File: src/rtl/mult_secuencial_param.sv
// -----------------------------------------------------------------------------
// mult_secuencial_param
// Sequential shift-and-add multiplier with a generic operand width, optional
// two's-complement operands, a start/done handshake and a result register that
// only changes when an operation completes.
//
// Ports
//   clk            system clock, everything on the rising edge
//   rst            synchronous active-high reset
//   start          request a multiplication (looked at only in IDLE)
//   signed_mode    1 = operands are two's complement, 0 = unsigned
//   multiplicando  multiplicand, captured with start
//   multiplicador  multiplier, captured with start
//   busy           high in LOAD, ADD, SHIFT and DONE
//   done           one-cycle completion pulse (DONE state)
//   estado         current state: IDLE=000 LOAD=001 ADD=010 SHIFT=011 DONE=100
//   producto       registered 2*WIDTH-bit result
//
// Timing: start seen at edge E0 -> DONE entered at E0+2*WIDTH+1 -> IDLE at
// E0+2*WIDTH+2. Operands are converted to magnitudes in LOAD, the unsigned
// product is formed by WIDTH ADD/SHIFT pairs, and the sign is applied while
// writing producto.
// -----------------------------------------------------------------------------
module mult_secuencial_param #(
    parameter int WIDTH = 8
) (
    input  logic                 clk,
    input  logic                 rst,
    input  logic                 start,
    input  logic                 signed_mode,
    input  logic [WIDTH-1:0]     multiplicando,
    input  logic [WIDTH-1:0]     multiplicador,
    output logic                 busy,
    output logic                 done,
    output logic [2:0]           estado,
    output logic [2*WIDTH-1:0]   producto
);

    localparam logic [2:0] S_IDLE  = 3'b000;
    localparam logic [2:0] S_LOAD  = 3'b001;
    localparam logic [2:0] S_ADD   = 3'b010;
    localparam logic [2:0] S_SHIFT = 3'b011;
    localparam logic [2:0] S_DONE  = 3'b100;

    localparam int CW = $clog2(WIDTH);

    logic [2:0]           r_state;
    logic [2:0]           w_state_next;

    logic [WIDTH-1:0]     r_mcand;     // raw operand in IDLE/LOAD, magnitude afterwards
    logic [WIDTH-1:0]     r_mplier;    // multiplier, low half of the shifting product
    logic [WIDTH-1:0]     r_acc;       // upper half of the product
    logic                 r_carry;     // carry out of the last ADD
    logic                 r_neg;
    logic                 r_signed;
    logic [CW-1:0]        r_cnt;
    logic [2*WIDTH-1:0]   r_prod;

    logic                 w_last;
    logic [WIDTH:0]       w_sum;
    logic [WIDTH-1:0]     w_mcand_mag;
    logic [WIDTH-1:0]     w_mplier_mag;
    logic [2*WIDTH-1:0]   w_shift_prod;

    assign w_last = (r_cnt == CW'(WIDTH - 1));
    assign w_sum  = {1'b0, r_acc} + {1'b0, r_mcand};

    // Negating the most negative value yields 2^(WIDTH-1), which is exactly
    // the magnitude we want when read as unsigned.
    assign w_mcand_mag  = (r_signed && r_mcand[WIDTH-1])  ? -r_mcand  : r_mcand;
    assign w_mplier_mag = (r_signed && r_mplier[WIDTH-1]) ? -r_mplier : r_mplier;

    // Value the product takes after the final shift; used to load producto on
    // the same edge that enters DONE.
    assign w_shift_prod = {r_carry, r_acc, r_mplier[WIDTH-1:1]};

    // ---------------- FSM: state register ----------------
    always_ff @(posedge clk) begin
        if (rst) begin
            r_state <= S_IDLE;
        end else begin
            r_state <= w_state_next;
        end
    end

    // ---------------- FSM: next state ----------------
    always_comb begin
        w_state_next = S_IDLE;
        case (r_state)
            S_IDLE:  w_state_next = start ? S_LOAD : S_IDLE;
            S_LOAD:  w_state_next = S_ADD;
            S_ADD:   w_state_next = S_SHIFT;
            S_SHIFT: w_state_next = w_last ? S_DONE : S_ADD;
            S_DONE:  w_state_next = S_IDLE;
            default: w_state_next = S_IDLE;   // illegal encodings recover
        endcase
    end

    // ---------------- FSM: outputs ----------------
    always_comb begin
        busy = 1'b0;
        done = 1'b0;
        case (r_state)
            S_LOAD, S_ADD, S_SHIFT: busy = 1'b1;
            S_DONE: begin
                busy = 1'b1;
                done = 1'b1;
            end
            default: ;
        endcase
    end

    assign estado   = r_state;
    assign producto = r_prod;

    // ---------------- Datapath ----------------
    always_ff @(posedge clk) begin
        if (rst) begin
            r_mcand  <= '0;
            r_mplier <= '0;
            r_acc    <= '0;
            r_carry  <= 1'b0;
            r_neg    <= 1'b0;
            r_signed <= 1'b0;
            r_cnt    <= '0;
            r_prod   <= '0;
        end else begin
            case (r_state)
                S_IDLE: begin
                    if (start) begin
                        r_mcand  <= multiplicando;
                        r_mplier <= multiplicador;
                        r_signed <= signed_mode;
                    end
                end
                S_LOAD: begin
                    r_mcand  <= w_mcand_mag;
                    r_mplier <= w_mplier_mag;
                    r_neg    <= r_signed & (r_mcand[WIDTH-1] ^ r_mplier[WIDTH-1]);
                    r_acc    <= '0;
                    r_carry  <= 1'b0;
                    r_cnt    <= '0;
                end
                S_ADD: begin
                    if (r_mplier[0]) begin
                        {r_carry, r_acc} <= w_sum;
                    end else begin
                        r_carry <= 1'b0;
                    end
                end
                S_SHIFT: begin
                    r_acc    <= {r_carry, r_acc[WIDTH-1:1]};
                    r_mplier <= {r_acc[0], r_mplier[WIDTH-1:1]};
                    r_carry  <= 1'b0;
                    r_cnt    <= r_cnt + CW'(1);
                    if (w_last) begin
                        r_prod <= r_neg ? -w_shift_prod : w_shift_prod;
                    end
                end
                default: ;
            endcase
        end
    end

endmodule

File: config.mk
export PLATFORM = sky130hd
export DESIGN_NAME = mult_secuencial_param
export DESIGN_NICKNAME = d
export VERILOG_FILES = /design/src/rtl/mult_secuencial_param.sv
export SDC_FILE = /design/constraint.sdc
export NUM_CORES = 1
export LEC_CHECK = 0
export CAP_MARGIN = 20
export CORE_MARGIN = 2
export CORE_UTILIZATION = 45
export CTS_CLUSTER_SIZE = 40
export DETAILED_ROUTE_END_ITERATION = 12
export GPL_ROUTABILITY_DRIVEN = 0
export PLACE_DENSITY = 0.68
export SYNTH_ARGS = -nofsm -noshare
export SYNTH_HDL_FRONTEND = slang
export SYNTH_SLANG_ARGS = --single-unit
File: constraint.sdc
create_clock -name clk -period 2.7 [get_ports clk]
set_input_delay 0.27 -clock clk [delete_from_list [all_inputs] [get_ports clk]]
set_output_delay 0.27 -clock clk [all_outputs]
set_load 0.1 [all_outputs]
# Word level (Yosys, flattened, before mapping)
# Cells that the tools add are included.
# Widths: inputs -> output; s select.
[op_classes]
addsub = 5
eq_ne = 9
mux = 17
bitwise_logic = 2
reduce_logical = 15
[ops]
columns = ["cell", "n"]
rows = [
  ["$pmux 8 s3", 2],
  ["$mux 8", 5],
  ["$mux 16", 1],
  ["$neg 16->16", 1],
  ["$neg 8->8", 2],
  ["$pmux 8 s2", 1],
  ["$pmux 3 s4", 1],
  ["$add 8x8->9", 1],
  ["$ne 2x2->1 const B", 4],
  ["$eq 3x2->1 const B", 2],
  ["$eq 3x3->1 const B", 2],
  ["$pmux 3 s2", 1],
  ["$reduce_and 2->1", 3],
  ["$reduce_and 3->1", 2],
  ["$reduce_bool 2->1", 3],
  ["$reduce_bool 3->1", 2],
  ["$mux 1", 4],
  ["$reduce_or 4->1", 1],
  ["$add 3x1->3 const B", 1],
  ["$eq 3x1->1 const B", 1],
  ["$logic_not 3->1", 1],
  ["$mux 3", 1],
  ["$logic_and 1x1->1", 2],
  ["$pmux 1 s2", 1],
  ["3 further kinds", 3],
]
[word_totals]
reg_bits = 49
input_bits = 20

# Depth between registers and ports, before layout
# Gate-level depths: netlist (run 1).
[depth]
word_depth = 3
depth_mapped = 8
depth_no_buf = 7

# Worst setup path before layout (run 1)
# Ideal clock, no wire load.
[synth_timing]
path_type = "register to output"
startpoint = "register r_state[0] (netlist: estado[0])"
endpoint = "output busy"
arrival_time_ps = 2843
required_time_ps = 2430
setup_slack_ps = -413
path_stages_with_launch = 3
path_buffers = 0
cell_sequence = "dfxtp_1 -> nor2_1 -> xnor2_1"
[synth_via]
elab_chain_cells = 3
[synth_rtl]
columns = ["item", "line_no", "rtl"]
rows = [
  ["start: declaration", "47", "logic [2:0] r_state;"],
  ["start signal: assignment", "82", "r_state <= w_state_next;"],
  ["$eq 3x2->1 (tied with other cells)", "103", "case (r_state)"],
  ["$reduce_or 4->1 (no source line) (*)", "-", ""],
  ["$mux 1 (*)", "103", ""],
  ["end: declaration", "33", "output logic busy,"],
]
# Every way passes the cells marked *; elsewhere a longest branch is shown, timed or not.

# Worst setup path after layout (run 1)
[layout_timing]
startpoint = "register r_mplier[3]"
endpoint = "register r_prod[14] (netlist: producto[14])"
[layout_via]
elab_chain_cells = 2
[layout_rtl]
columns = ["item", "line_no", "rtl"]
rows = [
  ["start: declaration", "51", "logic [WIDTH-1:0] r_mplier;"],
  ["start signal: assignment", "132", "r_mplier <= multiplicador;"],
  ["start signal: assignment", "138", "r_mplier <= w_mplier_mag;"],
  ["start signal: assignment", "153", "r_mplier <= {r_acc[0], r_mplier[WIDTH-1:1]};"],
  ["$neg 16->16", "157", "r_prod <= r_neg ? -w_shift_prod : w_shift_prod;"],
  ["$mux 16", "157", ""],
  ["end signal: assignment", "157", ""],
  ["end: declaration", "57", "logic [2*WIDTH-1:0] r_prod;"],
]
# No other way between the ends.
# A chain may end at the register's enable or synchronous reset.

==> results of run 1 <==
-- routing by layer --
metal	wire [µm]	GRT usage	share of wire	vias up
li1	-	-	-	1422
met1	3670	0.311	0.51	1299
met2	3190	0.315	0.44	58
met3	273	0.0272	0.038	11
met4	125	0.0750	0.017	0
met5	0	0	0	-
-- per-stage QoR --
stage               hold WS [ns]  setup slack (ns)  cells  area, µm²
global route               0.506             0.487    479       3480
finish                     0.467             0.629    479       3480
CTS                        0.467             0.626    479       3480
floorplan                  0.409             0.203    370       2980
global placement           0.445             0.690    471       3400
detailed placement         0.454             0.644    471       3400
-- cells in the final DEF (no fill, tap or decap), drive strengths merged, types with 5 or more instances in the layout --
cell           synthesis  routed
a21oi                 35      35
dfxtp                 49      49
a22oi                  7       7
ha                    13      13
nand2                 35      35
clkdlybuf4s50          0      19
o31ai                  5       5
nor3b                  5       5
or3                    5       5
a211oi                20      20
nor2                  32      32
xor2                  19      19
clkbuf                22       7
o21ai                 27      27
nand3                  6       6
inv                    9       9
o211ai                 9       9
buf                    4      31
nor3                   5       5
-- power groups by stage --
stage	logic, mW	clock network, mW	registers (mW)
final	0.462	0.441	0.838
after global routing	0.515	0.476	0.847
after CTS	0.461	0.451	0.837
after detailed placement	0.459	0	0.854
after global placement	0.452	0	0.854
after floorplan	0.343	0	0.837
-- worst max-delay path, cell delays in order, from the launching register on --
cell	delay [ns]
dfxtp_1	0.40
or3_4	0.43
or3b_1	0.49
o41ai_2	0.33
xor2_1	0.11
a211oi_1	0.22
-- layout make-up --
class                      instances  area share
timing repair buffer              50       0.125
sequential                        49       0.282
inverter                           9     0.00970
tap                               77      0.0277
clock inverter                     1     0.00216
clock buffer                       7      0.0219
multi-input combinational        286       0.532
-- sequential cells by signal, indices dropped and copies added (netlist names) --
signal and cells:
producto 16, r_signed 1, r_acc 8, r_mcand 8, r_cnt 3, r_carry 1, r_neg 1, r_mplier 8
estado 3
-- final timing paths --
| check | slack [ns] | cells past startpoint | start | endpoint |
|---|---|---|---|---|
| hold / removal | 0.47 | 2 | r_cnt[1] | r_cnt[1] |
| hold reg to reg | 0.47 | 2 | r_cnt[1] | r_cnt[1] |
| setup / recovery | 0.63 | 5 | r_mplier[3] | producto[14] |
| setup reg to reg | 0.63 | 5 | r_mplier[3] | producto[14] |
-- cells by family after synthesis --
family / Yosys count
XOR/XNOR: 23
flip-flops: 49
multiplexers: 6
AND/OR/NAND/NOR: 116
AO/OA/AOI/OAI: 127
buffers and inverters: 35
adder cells (fa/ha/maj): 14
==> run metrics, run 1 <==
outcome=complete, no violations; Post-synth ARST share=0; first-pass GRT wire length=12,500 µm; WL/cell=15.2 µm; Comb pwr share=0.265; mean area per synthesized cell=8.02 µm²; max_cap viols=0; Fillers=597; crit path launch type=flop; most instantiated cells after synthesis=49 x dfxtp_1, 35 x a21oi_1, 35 x nand2_1; total congestion overflow=0; number of flops mapped to enable cells by yosys=0; vias in the first global route=2,555; Seq pwr share=0.481; clock share of power=0.253; Synth Area in Simple Gates=0.194; peak supply drop=0.223 mV; Synth Flop Type=dfxtp_1; number of DRC markers in iteration 0=170; # rows=29; Leak=1.34 nW; compound-gate portion of the synthesized area=0.278; Distinct cells, synth=55; hold_buf cts=0; Worst Max-Slew Pin Slew=0.577 ns; Post-DP HPWL=5200 µm; port bufs=40; min Tclk post-route=2.07 ns; Initial Utilization=0.467; routed vias/inst=5.82; remaining antenna violation count=0; Synth top area share=0.331; largest net degree at the start of global routing=31; area of the multi-input gates=0.00185 mm²; Skew-Pair Late Insertion Delay=0.31 ns; DRT Wirelength=7260 µm; DRC=0; switch share=0.344; post-CTS setup buffer count=0; synthesized flop and latch total=49; PwrDens=500 mW/mm²; worst hold path class=reg2reg; CTS root buffer=clkbuf_8; Fmax=483 MHz; Die Y=85.2 µm; post-synthesis adder-cell area fraction=0.0616; post-synth top area cell=dfxtp_1; CTS tree=done; cell area after synthesis=0.00297 mm²; WP data required=2.93 ns; Clock transition at path regs=0.09 ns; Setup violations, final=0; fin crit share=0.767; via count=2,790; top post-synthesis cells by area=dfxtp_1 33%, a21oi_1 5.9%, xor2_1 5.6%; XOR/XNOR Fraction of Synth Area=0.0679; Pint=1.14 mW; post-synthesis sequential area ratio=0.331; peak fanout along the critical path=9; clk sinks=49; final core occ=0.549; initial antenna violation count=0; Antenna Cells=0; largest family of logic cells by synthesized area=compound AO/OA/AOI/OAI gates; Slew Limit Fails=0; Tot Pwr=1.74 mW; io pins=41; Nets=435; setup TNS=0 ns; Worst slew margin=0.615; WP data arrival=2.30 ns; DIE AREA=0.00726 mm²; layout overhead on the synthesized area=17.4%; cell count after synthesis=370; crit end category=flop; core area=0.00635 mm²; clk buf depth=2; FF/Latch Area=981 µm²; cts bufs inserted=5; YS warnings=0; multiplexer share of the synthesized area=0.0211; Syn Nets=404; First-pass DRT Iterations=4; Die W=85.2 µm; Psw=0.599 mW; cts repair resizes=0; gr usage total=0.211; Clock Skews=0.0112 ns; H-tree depth=2; Setup CP Type=reg2reg; RSZ-0062 raised after global routing=false; Fin. Hold Viols=0; share of layout cells above drive strength 1=0.114; count leader, synth=dfxtp_1
Power figures use the tool's default switching activity.
==> inputs of run 2 (changes only) <==
==> constraint.sdc (replaced) <==
create_clock -name clk -period 2.01 [get_ports clk]
set_input_delay 0.201 -clock clk [delete_from_list [all_inputs] [get_ports clk]]
set_output_delay 0.201 -clock clk [all_outputs]
set_load 0.1 [all_outputs]
==> run 2 against run 1 <==
  * Design area is 6.1% higher
  * Register-to-register slack worse by 0.52 ns
  * Total power is 44% higher
  * First-iteration DRC count is 14% lower
  * Critical endpoint is now producto[9]
  * Final cell count is 3.1% higher
  * Non-clock buffer count is 15 higher
  * Sequential share of layout area is 1.4 points lower
  * Sequential power is 32% higher
  * Setup slack worse by 0.52 ns
  * Largest cell class unchanged
  * Highest routed layer unchanged
==> run metrics, run 2 (same netlist as run 1, synthesis figures left out) <==
outcome=complete, no violations; DIE AREA=0.00726 mm² (unchanged); Setup violations, final=0 (unchanged); crit path launch type=flop; crit path buf inv count=0 (unchanged); Antenna Cells=0 (unchanged); Initial Utilization=0.467 (unchanged); CTS tree=done; DRT Wirelength=7580 µm (+4.4%); most frequent cells in the layout=45 x dfxtp_1, 43 x buf_4, 35 x a21oi_1, 35 x nand2_1, 32 x nor2_1; cts bufs inserted=5 (unchanged); io pins=41 (unchanged); Post-DP HPWL=5530 µm (+6.3%); PwrDens=677 mW/mm² (+36%); clk sinks=49 (unchanged); Skew-Pair Late Insertion Delay=0.31 ns (about the same); gr usage total=0.213 (+0.00238); Worst slew margin=0.571 (-0.0437); vias in the first global route=2,710 (+6.1%); peak fanout along the critical path=5 (-4); Hold Path Stages=2 (unchanged); CTS root buffer=clkbuf_8; total congestion overflow=0 (unchanged); # rows=29 (unchanged); remaining antenna violation count=0 (unchanged); R2R depth=5 (unchanged); reg-to-reg startpoint=r_mplier[3]; commonest non-fill, non-tap cell in the layout=dfxtp_1; critical path cell sequence=or3_4 -> or3_1 -> o41ai_1 -> xor2_1 -> a21oi_1; Worst Max-Slew Pin Slew=0.642 ns (+0.0655 ns); max reg flops=16 (unchanged); min Tclk post-route=1.90 ns (-0.167 ns); WP data required=2.20 ns (-0.73 ns); peak supply drop=0.342 mV (+53%); CP max-delay cell=or3_1; share of layout cells above drive strength 1=0.173 (+0.0582); via count=2,910 (+4.3%); Fmax=525 MHz (+8.8%); WL/cell=15.3 µm (+1.3%); setup TNS=0 ns (unchanged); crit end category=flop; Hold EP=r_cnt[1]; largest net degree at the start of global routing=31 (unchanged); Nets=450 (+3.4%); port bufs=40 (unchanged); final core occ=0.582 (+0.0333); Leak=1.44 nW (+7.6%); Slew Limit Fails=0 (unchanged); post-route setup slack=0.106 ns (-0.523 ns); pre-CTS setup slack=-0.000738 ns (-0.645 ns); HP Start=r_cnt[1]; Fin. Hold Viols=0 (unchanged); Fillers=617 (+3.4%); fin crit share=0.947 (+0.180); Clock Skews=0.0105 ns (-0.000724 ns); layout overhead on the synthesized area=24.5%; routed vias/inst=5.89 (+1.1%); initial antenna violation count=0 (unchanged); WP data arrival=2.10 ns (-0.20 ns); First-pass DRT Iterations=4 (unchanged); DRC=0 (unchanged); worst r2r dst=producto[9]; delay-heaviest family, CP=simple AND/OR/NAND/NOR gates; Clock transition at path regs=0.10 ns (about the same); Die Y=85.2 µm (unchanged); post-CTS setup buffer count=0 (unchanged); Die W=85.2 µm (unchanged); H-tree depth=2 (unchanged); first-pass GRT wire length=12,700 µm (+1.6%); max incr delay on CP=0.44 ns (-0.05 ns); Setup CP Type=reg2reg; number of DRC markers in iteration 0=146 (-14%); Reg2Reg Setup Slack=0.11 ns (-0.52 ns); worst hold path class=reg2reg; max_cap viols=0 (unchanged); core area=0.00635 mm² (unchanged); clk buf depth=2 (unchanged)
run 2: cell count changes in the layout (fill, tap and decap cells not counted), sizes merged:
cell / previous run / this run
clkinv: 0 / 1
clkbuf: 7 / 6
buf: 31 / 46
run 2: power by group:
group	switching (mW)	internal (mW)
Clock	0.361	0.323
Sequential	0.0855	1.02
Combinational	0.394	0.314
run 2: final cells by class:
cell class / instances / area (µm²) / area share
Clock buffer: 6 / 93.8 / 0.0254
Clock inverter: 2 / 16.3 / 0.00440
Inverter: 9 / 33.8 / 0.00914
Multi-Input combinational cell: 286 / 1890 / 0.512
Sequential cell: 49 / 988 / 0.268
Tap cell: 77 / 96.3 / 0.0261
Timing Repair Buffer: 65 / 573 / 0.155
run 2: per-layer routing:
layer / track usage / share of wire / wire length [µm]
met5: 0 / 0 / 0
met4: 0.0476 / 0.0058 / 44
met2: 0.352 / 0.46 / 3480
met1: 0.294 / 0.49 / 3740
met3: 0.0311 / 0.042 / 320
run 2: worst max-delay path by stage:
| stage | from | endpoint | slack (ns) | cells after the start |
|---|---|---|---|---|
| 2_1_floorplan | r_mplier[3] | producto[14] | 0.03 | 7 |
| 3_3_place_gp | r_acc[0] | producto[14] | 0.12 | 5 |
| 5_1_grt | r_acc[0] | producto[14] | -0.0009 | 5 |
| 3_5_place_dp | r_mplier[3] | producto[14] | -0.0007 | 5 |
| 6_report | r_mplier[3] | producto[9] | 0.11 | 5 |
| 4_1_cts | r_acc[0] | producto[14] | 0.02 | 5 |
run 2: stage by stage:
| step | total power [mW] | instances | area, µm² | hold slack (ns) |
|---|---|---|---|---|
| after floorplan | 1.59 | 370 | 3000 | 0.340 |
| after global placement | 1.80 | 486 | 3560 | 0.447 |
| after detailed placement | 1.81 | 486 | 3560 | 0.453 |
| after CTS | 2.50 | 494 | 3680 | 0.468 |
| after global routing | 2.64 | 494 | 3690 | 0.479 |
| final | 2.50 | 494 | 3690 | 0.464 |
run 2: timing repair:
item | in CTS | in global routing
pin swaps | 0 | 2
gates resized for setup | 2 | 3
setup endpoints to repair | 1 | 2
hold buffers | 0 | 0
run 2: worst min-delay path, stage by stage (launching register included):
cell	delay [ns]
dfxtp_1	0.33
nand2_1	0.05
a21oi_1	0.05
==> inputs of run 3 (changes only) <==
--- a/config.mk
+++ b/config.mk
@@ -8,6 +8,7 @@
 export CAP_MARGIN = 20
 export CORE_MARGIN = 2
 export CORE_UTILIZATION = 45
+export CTS_CLUSTER_DIAMETER = 60
 export CTS_CLUSTER_SIZE = 40
 export DETAILED_ROUTE_END_ITERATION = 12
 export GPL_ROUTABILITY_DRIVEN = 0
==> constraint.sdc (replaced) <==
create_clock -name clk -period 1.8 [get_ports clk]
set_input_delay 0.18 -clock clk [delete_from_list [all_inputs] [get_ports clk]]
set_output_delay 0.18 -clock clk [all_outputs]
set_load 0.1 [all_outputs]
==> run 3 against run 2 <==
  * The run now ends with setup timing left
  * Setup slack worse by 0.21 ns
  * Final cell count up 4.3%
  * Fmax about the same
  * Clock skew about the same
  * Combinational power up 37%
  * Largest power group unchanged
  * Clock power up 8.3%
  * Design area up 8.7%
  * Sequential cell count unchanged
  * Global-route usage up 0.98 points
  * Largest cell class unchanged
  * Die area unchanged
  * Total power up 17%
==> run metrics, run 3 (same netlist as run 1, synthesis figures left out) <==
setup TNS=-0.147 ns (-0.147 ns); Worst Max-Slew Pin Slew=0.714 ns (+0.0715 ns); Area after DPL=0.00377 mm² (+6.0%); critical path cell sequence=or4_4 -> or3_4 -> o41ai_4 -> xor2_1 -> a211oi_2; Slew Limit Fails=0 (unchanged); DRT Wirelength=7750 µm (+2.1%); pre-CTS setup slack=-0.188 ns (-0.187 ns); worst hold path class=in2reg; Clock transition at path regs=0.10 ns (about the same); Clock Skews=0.00999 ns (-0.000479 ns); Crit. Startpoint=r_acc[0]; Post-DP HPWL=5710 µm (+3.3%); share of layout cells above drive strength 1=0.272 (+0.0990); Fin. Hold Viols=0 (unchanged); routed vias/inst=5.73 (-2.8%); port bufs=40 (unchanged); crit end category=flop; cts bufs inserted=5 (unchanged); worst r2r dst=producto[14]; most frequent cells in the layout=60 x buf_4, 39 x dfxtp_1, 35 x nand2_1, 33 x a21oi_1, 29 x nor2_1; peak fanout along the critical path=4 (-1); crit path buf inv count=0 (unchanged); Setup violations, final=4 (+4); via count=2,950 (+1.4%); number of DRC markers in iteration 0=109 (-25%); largest net degree at the start of global routing=31 (unchanged); RSZ-0062 raised after global routing=true; H-tree depth=2 (unchanged); Nets=471 (+4.7%); R2R depth=5 (unchanged); Finished Layout Cells=515 (+4.3%); post-route setup slack=-0.103 ns (-0.209 ns); DIE AREA=0.00726 mm² (unchanged); outcome=finished, violations left; delay-heaviest family, CP=simple AND/OR/NAND/NOR gates; io pins=41 (unchanged); initial antenna violation count=0 (unchanged); post-route design area=0.00402 mm² (+8.7%); max incr delay on CP=0.53 ns (+0.09 ns); Critical Path Sink=producto[14]; Leak=1.58 nW (+9.1%); WL/cell=15.0 µm (-2.0%); total congestion overflow=0 (unchanged); layout overhead on the synthesized area=35.3%; remaining antenna violation count=0 (unchanged); peak supply drop=0.394 mV (+15%); CP max-delay cell=or4_4; Reg2Reg Setup Slack=-0.10 ns (-0.21 ns); Antenna Cells=0 (unchanged); max reg flops=16 (unchanged); Die Y=85.2 µm (unchanged); crit path launch type=flop; Setup CP Type=reg2reg; min Tclk post-route=1.90 ns (-0.000939 ns); clk buf depth=2 (unchanged); Die W=85.2 µm (unchanged); violated checks=setup timing; max_cap viols=0 (unchanged); Worst slew margin=0.523 (-0.0477); first-pass GRT wire length=13,200 µm (+4.3%); clk sinks=49 (unchanged); core area=0.00635 mm² (unchanged); CTS root buffer=clkbuf_8; First-pass DRT Iterations=4 (unchanged); reg-to-reg startpoint=r_acc[0]; fin crit share=1.06 (+0.110); WP data arrival=2.10 ns (about the same); Fmax=525 MHz (about the same); Initial Utilization=0.467 (unchanged); PwrDens=729 mW/mm² (+7.6%); Skew-Pair Late Insertion Delay=0.30 ns (about the same); # rows=29 (unchanged); critical path depth in cells=5 (unchanged); DRC=0 (unchanged); commonest non-fill, non-tap cell in the layout=buf_4; vias in the first global route=2,838 (+4.7%); gr usage total=0.223 (+0.00979); CTS tree=done; WP data required=1.99 ns (-0.21 ns); DP Cell Count=506 (+4.1%)
## run 3: layout make-up
type | count | area [µm²]
Inverter | 9 | 33.8
Sequential cell | 49 | 1010
Clock buffer | 6 | 93.8
Clock inverter | 2 | 16.3
Multi-Input combinational cell | 286 | 2000
Fill cell | 580 | 2330
Timing Repair Buffer | 86 | 772
Tap cell | 77 | 96.3
## run 3: tightest hold or removal path, stage by stage
cell             delay, ns
clkdlybuf4s50_1       0.40
nand2_1               0.06
a311oi_1              0.08
## run 3: how the worst min path moves through the flow
| stage | start | endpoint | slack [ns] | depth (start not counted) |
|---|---|---|---|---|
| 3_5_place_dp | r_cnt[2] | r_cnt[2] | 0.45 | 2 |
| 6_report | multiplicando[1] | r_mcand[1] | 0.45 | 3 |
| 4_1_cts | multiplicando[1] | r_mcand[1] | 0.44 | 3 |
| 3_3_place_gp | r_cnt[2] | r_cnt[2] | 0.44 | 2 |
| 2_1_floorplan | multiplicando[0] | r_mcand[0] | 0.32 | 2 |
| 5_1_grt | multiplicando[1] | r_mcand[1] | 0.47 | 3 |
## run 3: timing repair
item,CTS,global route
setup buffers,0,1
gates cloned,0,0
endpoints found under the setup margin,10,22
hold buffers,0,0
resized for setup,7,26
pin swaps,0,11
## run 3: where the power goes
group | leakage [nW] | switching [mW] | internal (mW)
logic | 1.12 | 0.515 | 0.459
registers | 0.405 | 0.0694 | 1.14
clock network | 0.0525 | 0.382 | 0.361
total | 1.58 | 0.966 | 1.96
## run 3: per-stage QoR
step | utilization | total power, mW | hold WS (ns)
after floorplan | - | 1.80 | 0.319
final | 0.633 | 2.93 | 0.449
after global placement | 0.594 | 2.10 | 0.444
after detailed placement | 0.594 | 2.12 | 0.455
after global routing | 0.633 | 3.09 | 0.466
after CTS | 0.616 | 2.89 | 0.443
## run 3: metal layers
layer / share of wire / routed length [µm] / track usage
met5: 0 / 0 / 0
met3: 0.033 / 255 / 0.0340
met4: 0.019 / 150 / 0.0981
met2: 0.47 / 3600 / 0.352
met1: 0.48 / 3740 / 0.302
